===== src/rtl/id_stage_ctrl_pkg.sv =====
// ============================================================================
// Module   : id_stage_ctrl_pkg
// Purpose  : Shared types and constants for the decode-stage sequencer:
//            RISC-V base opcodes, class index encoding, NOP word, queue
//            occupancy states and the opcode-to-class decode helper.
// Revision : 1.0 - initial release
// ============================================================================
`default_nettype none

package id_stage_ctrl_pkg;

    // Base opcodes recognised by the decode stage
    localparam logic [6:0] C_OP_I   = 7'b0010011;
    localparam logic [6:0] C_OP_LD  = 7'b0000011;
    localparam logic [6:0] C_OP_S   = 7'b0100011;
    localparam logic [6:0] C_OP_B   = 7'b1100011;
    localparam logic [6:0] C_OP_J   = 7'b1101111;
    localparam logic [6:0] C_OP_JR  = 7'b1100111;
    localparam logic [6:0] C_OP_U   = 7'b0110111;
    localparam logic [6:0] C_OP_UPC = 7'b0010111;
    localparam logic [6:0] C_OP_R   = 7'b0110011;

    // addi x0,x0,0 shown on the head while no entry is valid
    localparam logic [31:0] C_NOP = 32'h0000_0013;

    // Opcode class index presented to EX
    typedef enum logic [3:0] {
        CLS_I     = 4'd0,
        CLS_LD    = 4'd1,
        CLS_S     = 4'd2,
        CLS_B     = 4'd3,
        CLS_J     = 4'd4,
        CLS_JR    = 4'd5,
        CLS_U     = 4'd6,
        CLS_UPC   = 4'd7,
        CLS_R     = 4'd8,
        CLS_OTHER = 4'd9
    } id_class_e;

    // Queue occupancy
    typedef enum logic [1:0] {
        ST_EMPTY = 2'd0,
        ST_ONE   = 2'd1,
        ST_TWO   = 2'd2
    } id_state_e;

    // Map a 7-bit opcode onto its class index
    function automatic id_class_e decode_class(input logic [6:0] opcode);
        id_class_e cls;
        case (opcode)
            C_OP_I:   cls = CLS_I;
            C_OP_LD:  cls = CLS_LD;
            C_OP_S:   cls = CLS_S;
            C_OP_B:   cls = CLS_B;
            C_OP_J:   cls = CLS_J;
            C_OP_JR:  cls = CLS_JR;
            C_OP_U:   cls = CLS_U;
            C_OP_UPC: cls = CLS_UPC;
            C_OP_R:   cls = CLS_R;
            default:  cls = CLS_OTHER;
        endcase
        return cls;
    endfunction

endpackage

`default_nettype wire


===== src/rtl/id_stage_ctrl_imm_gen.sv =====
// ============================================================================
// Module   : id_stage_ctrl_imm_gen
// Purpose  : Combinational immediate generator and class decoder. Sits on
//            the head-load mux so the head registers capture a finished
//            immediate and class together with the instruction.
// Revision : 1.0 - initial release
// ============================================================================
`default_nettype none

module id_stage_ctrl_imm_gen
    import id_stage_ctrl_pkg::*;
#(
    parameter int XLEN = 32
) (
    input  logic [31:0]     i_instr,
    output logic [XLEN-1:0] o_imm,
    output id_class_e       o_class
);

    logic [31:0] w_imm32;
    id_class_e   w_class;

    // Decode class and assemble the 32-bit immediate for that format
    always_comb begin
        w_class = decode_class(i_instr[6:0]);
        w_imm32 = 32'h0;
        case (w_class)
            CLS_I, CLS_LD, CLS_JR:
                w_imm32 = {{20{i_instr[31]}}, i_instr[31:20]};
            CLS_S:
                w_imm32 = {{20{i_instr[31]}}, i_instr[31:25], i_instr[11:7]};
            CLS_B:
                w_imm32 = {{19{i_instr[31]}}, i_instr[31], i_instr[7],
                           i_instr[30:25], i_instr[11:8], 1'b0};
            CLS_J:
                w_imm32 = {{11{i_instr[31]}}, i_instr[31], i_instr[19:12],
                           i_instr[20], i_instr[30:21], 1'b0};
            CLS_U, CLS_UPC:
                w_imm32 = {i_instr[31:12], 12'h000};
            default:
                w_imm32 = 32'h0;
        endcase
    end

    assign o_class = w_class;
    // Widen to the datapath with sign extension (no-op at XLEN = 32)
    assign o_imm   = XLEN'($signed(w_imm32));

endmodule

`default_nettype wire


===== src/rtl/id_stage_ctrl.sv =====
// ============================================================================
// Module   : id_stage_ctrl
// Purpose  : Decode-stage sequencer between IF and EX. Two-entry skid queue
//            (head + skid register) with valid/ready on both sides, a
//            registered {pc, instr, imm, class} head bundle and flush.
//            Optional macro ID_ILLEGAL_CHK_EN flags unrecognised opcodes on
//            o_id_illegal; when undefined that output is tied low.
// Revision : 1.0 - initial release
// ============================================================================
`default_nettype none

module id_stage_ctrl
    import id_stage_ctrl_pkg::*;
#(
    parameter int              XLEN     = 32,
    parameter logic [XLEN-1:0] PC_RESET = '0
) (
    input  logic            i_clk,
    input  logic            i_rst_n,
    input  logic            i_if_valid,
    input  logic [31:0]     i_if_instr,
    input  logic [XLEN-1:0] i_if_pc,
    output logic            o_if_ready,
    input  logic            i_flush,
    output logic            o_id_valid,
    input  logic            i_ex_ready,
    output logic [31:0]     o_id_instr,
    output logic [XLEN-1:0] o_id_pc,
    output logic [XLEN-1:0] o_id_imm,
    output logic [3:0]      o_id_class,
    output logic            o_id_illegal
);

    id_state_e       r_state;
    id_state_e       w_state_next;

    logic [31:0]     r_head_instr;
    logic [XLEN-1:0] r_head_pc;
    logic [XLEN-1:0] r_head_imm;
    id_class_e       r_head_class;

    logic [31:0]     r_skid_instr;
    logic [XLEN-1:0] r_skid_pc;

    logic            w_accept;
    logic            w_pop;
    logic            w_load_head;
    logic            w_load_skid;
    logic            w_clear_head;
    logic [31:0]     w_src_instr;
    logic [XLEN-1:0] w_src_pc;
    logic [XLEN-1:0] w_src_imm;
    id_class_e       w_src_class;

    // Ready depends on occupancy only, so there is no comb path IF <-> EX
    assign o_if_ready = (r_state != ST_TWO);
    assign o_id_valid = (r_state != ST_EMPTY);
    assign w_accept   = i_if_valid & o_if_ready;
    assign w_pop      = o_id_valid & i_ex_ready;

    // The skid entry always becomes head before anything newer does
    assign w_src_instr = (r_state == ST_TWO) ? r_skid_instr : i_if_instr;
    assign w_src_pc    = (r_state == ST_TWO) ? r_skid_pc    : i_if_pc;

    id_stage_ctrl_imm_gen #(
        .XLEN (XLEN)
    ) u_imm_gen (
        .i_instr (w_src_instr),
        .o_imm   (w_src_imm),
        .o_class (w_src_class)
    );

    // Next occupancy and head/skid load strobes; flush overrides everything
    always_comb begin
        w_state_next = r_state;
        w_load_head  = 1'b0;
        w_load_skid  = 1'b0;
        w_clear_head = 1'b0;
        if (i_flush) begin
            w_state_next = ST_EMPTY;
            w_clear_head = 1'b1;
        end else begin
            case (r_state)
                ST_EMPTY: begin
                    if (w_accept) begin
                        w_state_next = ST_ONE;
                        w_load_head  = 1'b1;
                    end
                end
                ST_ONE: begin
                    if (w_accept && w_pop) begin
                        w_load_head  = 1'b1;
                    end else if (w_accept) begin
                        w_state_next = ST_TWO;
                        w_load_skid  = 1'b1;
                    end else if (w_pop) begin
                        w_state_next = ST_EMPTY;
                        w_clear_head = 1'b1;
                    end
                end
                ST_TWO: begin
                    if (w_pop) begin
                        w_state_next = ST_ONE;
                        w_load_head  = 1'b1;
                    end
                end
                default: begin
                    w_state_next = ST_EMPTY;
                    w_clear_head = 1'b1;
                end
            endcase
        end
    end

    // Occupancy state register
    always_ff @(posedge i_clk or negedge i_rst_n) begin
        if (!i_rst_n) begin
            r_state <= ST_EMPTY;
        end else begin
            r_state <= w_state_next;
        end
    end

    // Head bundle: idle values when empty, otherwise the decoded entry
    always_ff @(posedge i_clk or negedge i_rst_n) begin
        if (!i_rst_n) begin
            r_head_instr <= C_NOP;
            r_head_pc    <= PC_RESET;
            r_head_imm   <= '0;
            r_head_class <= CLS_OTHER;
        end else if (w_clear_head) begin
            r_head_instr <= C_NOP;
            r_head_pc    <= PC_RESET;
            r_head_imm   <= '0;
            r_head_class <= CLS_OTHER;
        end else if (w_load_head) begin
            r_head_instr <= w_src_instr;
            r_head_pc    <= w_src_pc;
            r_head_imm   <= w_src_imm;
            r_head_class <= w_src_class;
        end
    end

    // Skid entry holds the second instruction while EX stalls
    always_ff @(posedge i_clk or negedge i_rst_n) begin
        if (!i_rst_n) begin
            r_skid_instr <= C_NOP;
            r_skid_pc    <= PC_RESET;
        end else if (w_load_skid) begin
            r_skid_instr <= i_if_instr;
            r_skid_pc    <= i_if_pc;
        end
    end

    assign o_id_instr = r_head_instr;
    assign o_id_pc    = r_head_pc;
    assign o_id_imm   = r_head_imm;
    assign o_id_class = r_head_class;

`ifdef ID_ILLEGAL_CHK_EN
    logic r_head_illegal;

    // Illegal flag travels with the head entry; its immediate is already 0
    always_ff @(posedge i_clk or negedge i_rst_n) begin
        if (!i_rst_n) begin
            r_head_illegal <= 1'b0;
        end else if (w_clear_head) begin
            r_head_illegal <= 1'b0;
        end else if (w_load_head) begin
            r_head_illegal <= (w_src_class == CLS_OTHER);
        end
    end

    assign o_id_illegal = r_head_illegal;
`else
    assign o_id_illegal = 1'b0;
`endif

endmodule

`default_nettype wire


===== config.mk =====
export PLATFORM = sky130hd
export DESIGN_NAME = id_stage_ctrl
export DESIGN_NICKNAME = d
export VERILOG_FILES = /design/src/rtl/id_stage_ctrl_pkg.sv /design/src/rtl/id_stage_ctrl_imm_gen.sv /design/src/rtl/id_stage_ctrl.sv
export SDC_FILE = /design/constraint.sdc
export NUM_CORES = 1
export LEC_CHECK = 0
export ABC_AREA = 0
export CAP_MARGIN = 40
export CORE_MARGIN = 8
export CORE_UTILIZATION = 52
export CTS_BUF_LIST = sky130_fd_sc_hd__clkbuf_8
export DETAILED_ROUTE_END_ITERATION = 6
export GPL_ROUTABILITY_DRIVEN = 0
export PLACE_DENSITY = 0.83
export SLEW_MARGIN = 20
export SYNTH_ARGS = -nofsm -noshare
export SYNTH_HDL_FRONTEND = slang
export SYNTH_SLANG_ARGS = --single-unit

===== constraint.sdc =====
create_clock -name i_clk -period 2.65 [get_ports i_clk]
set_input_delay 0.53 -clock i_clk [delete_from_list [all_inputs] [get_ports i_clk]]
set_output_delay 0.53 -clock i_clk [all_outputs]
set_load 0.03 [all_outputs]

==> results.cfg <==
[power]
vdd_drop_max_uv = 439
switching_share_pct = 26.4
pwr-share-comb_pct = 17.6
clockPowerShare_pct = 32.5
seq_power_share_pct = 49.9
p_per_area_nw_per_um2 = 639
p_int_mw = 4.61
cellLeakagePower_nw = 4.15
switchingPower_mw = 1.65

[cts]
insertion_delay_ns = 0.45
cts_tree = done
cts_resized = 1
root_buffer = clkbuf_8
clk_path_buf_depth = 2
numCtsBuffers = 17
clock-sinks = 166
clk_pin_slew_worst_paths_ns = 0.08
post_cts_buffers = 0
hold_buffers = 0
htreeDepth = 4

[logic_synthesis]
synth_async_sr_flop_share_pct = 100
yosysTopAreaCellShare_pct = 53.7
synth-seq-cells = 166
synth_area_leaders = dfrtp_1, mux2_2, mux2i_1, o21ai_0, nand2_1
synthTopCellsByCount = dfrtp_1, o21ai_0, nand2_1
synthCells = 624
yosysMostFrequentCell = dfrtp_1
ys_types = 51
syn_nets = 693
synth-main-ff-cell = dfrtp_1
synth_area_leader_cell = dfrtp_1
ys.warnings.count = 0
ys_seq_area_share_pct = 56.5
synth_edf_count = 0
synth.avg_cell_area_um2 = 11.8
syn_area_um2 = 7370

[finish]
fin_cells = 987
drive_gt1_share_pct = 17.2
areaGrowthSynthToFinish_pct = 33.0
fillerInstances = 1018
final_util_pct = 70.6
nNetsFinal = 863
diodes = 0

[worst_setup_path]
critPathKind = reg -> reg
r2r-start = r_state[1]
arrival_ns = 2.87
critPathMaxFanout = 27
r2r-end = o_id_imm[23]
reg2reg_setup_slack_ns = 0.16
crit_path_start_kind = register
end_kind = register
reg2reg_depth = 8
cp.required_ns = 3.03

[sta]
min_period_ns = 2.49
rsz0062_at_grt = no
hold_viol = 0
post-route-period-util_pct = 93.8
finalClockSkew_ns = 0.00824
max_freq_mhz = 402
setup_viol = 0
maxSlewViolCount = 0

[detailed_routing]
wl_met1_mm = 8.24
vias_per_cell = 5.71
met3WireLength_mm = 1.83
wl_met2_mm = 9.41
num_vias = 5637
antenna_left = 0
routed_wl_mm = 19.8
top_layer = met4
wl_per_cell_um = 20.1
drt_iter0_drc = 452
drt_pre_antenna_iters = 5
drc = 0

[place]
dp_hpwl_mm = 14.1
io_buffers = 170
numPlacedInstances = 955

[run_status]
status = finished clean

[floorplan]
die-area_um2 = 18200
ios = 172
row_count = 43
die_y_um = 135
core_region_area_um2 = 13900
dieWidth_um = 135
start_util_pct = 53.1

[global_route]
antenna_found_initial = 0
grt_max_degree = 71
grt_pass1_vias = 5942
grt_overflow = 0
grt_first_pass_wirelength_mm = 32.0
grt_usage_pct = 22.2

[flow_run]
cap_violations = 0

[worst_hold_path]
hp-class = in -> async
==> layer usage <==
layer | up-vias | track usage [%]
met3 | 25 | 7.88
met5 | - | 0
met2 | 239 | 36.1
met4 | 0 | 7.53
met1 | 2801 | 27.0
li1 | 2572 | -
==> cell usage in the layout, fill, tap and decap left out, drive strengths merged, types with 8 or more instances in the layout <==
master         count
mux2              68
inv                8
o21ai             91
dfstp              8
mux2i             65
nor2              23
buf               22
clkbuf            19
dfrtp            158
nand2             83
a22o              27
clkdlybuf4s50    168
==> worst max-delay path, stage by stage, from the launching register on <==
cell and delay, ns:
dfrtp_1 0.40, nor2b_4 0.15, inv_2 0.22, buf_4 0.21
mux2_4 0.35, nor4_4 0.27, o311a_4 0.27, o31a_4 0.35
a22o_1 0.20
==> per-stage QoR <==
stage	power (mW)	worst slack, ns	setup TNS (ns)	area (µm²)	hold WS (ns)
after detailed placement	4.28	-0.00732	-0.00732	9340	0.471
final	6.26	0.164	0	9790	0.0181
after floorplan	3.75	0.352	0	7370	0.234
after global placement	4.20	0.0829	0	9340	0.461
after global routing	6.53	0.0619	0	9790	0.0261
after CTS	6.30	0.165	0	9790	0.00753
==> final cells by class <==
class	instances	area [µm²]	area share (%)
clock buffer	19	262	2.67
clock inverter	13	189	1.93
inverter	1	3.75	0.0383
multi-input combinational	417	3020	30.8
sequential	166	4160	42.5
tap	180	225	2.30
timing repair buffer	191	1930	19.8
==> registers in the layout (all words and copies together), names as in the netlist <==
name / cells
o_id_imm: 32
r_skid_pc: 32
o_id_pc: 32
r_state: 2
o_id_class: 4
o_id_instr: 32
r_skid_instr: 32
==> cell families after synthesis <==
logic type / Yosys count / synth area share [%]
flops: 166 / 56.5
simple gates: 135 / 8.26
xor+xnor: 2 / 0.238
other cells: 1 / 0.0509
buf+inv: 41 / 2.89
mux: 133 / 19.6
compound gates: 146 / 12.5
==> worst max path at each step <==
stage	startpoint	end	slack (ns)
finish	r_state[1]	o_id_imm[23]	0.16
global route	r_state[1]	o_id_imm[14]	0.06
detailed placement	i_if_instr[6]	o_id_imm[15]	-0.007
floorplan	r_state[1]	o_id_imm[29]	0.35
global placement	i_if_instr[4]	o_id_imm[13]	0.08
CTS	r_state[1]	o_id_imm[27]	0.17
==> power by group through the flow <==
stage	clock network (mW)	registers [mW]	logic, mW
after global routing	2.17	3.17	1.19
after detailed placement	0	3.16	1.11
after global placement	0	3.13	1.06
final	2.04	3.12	1.10
after floorplan	0	3.24	0.508
after CTS	2.06	3.12	1.11
Note: power is estimated with default switching activity, not from simulation.
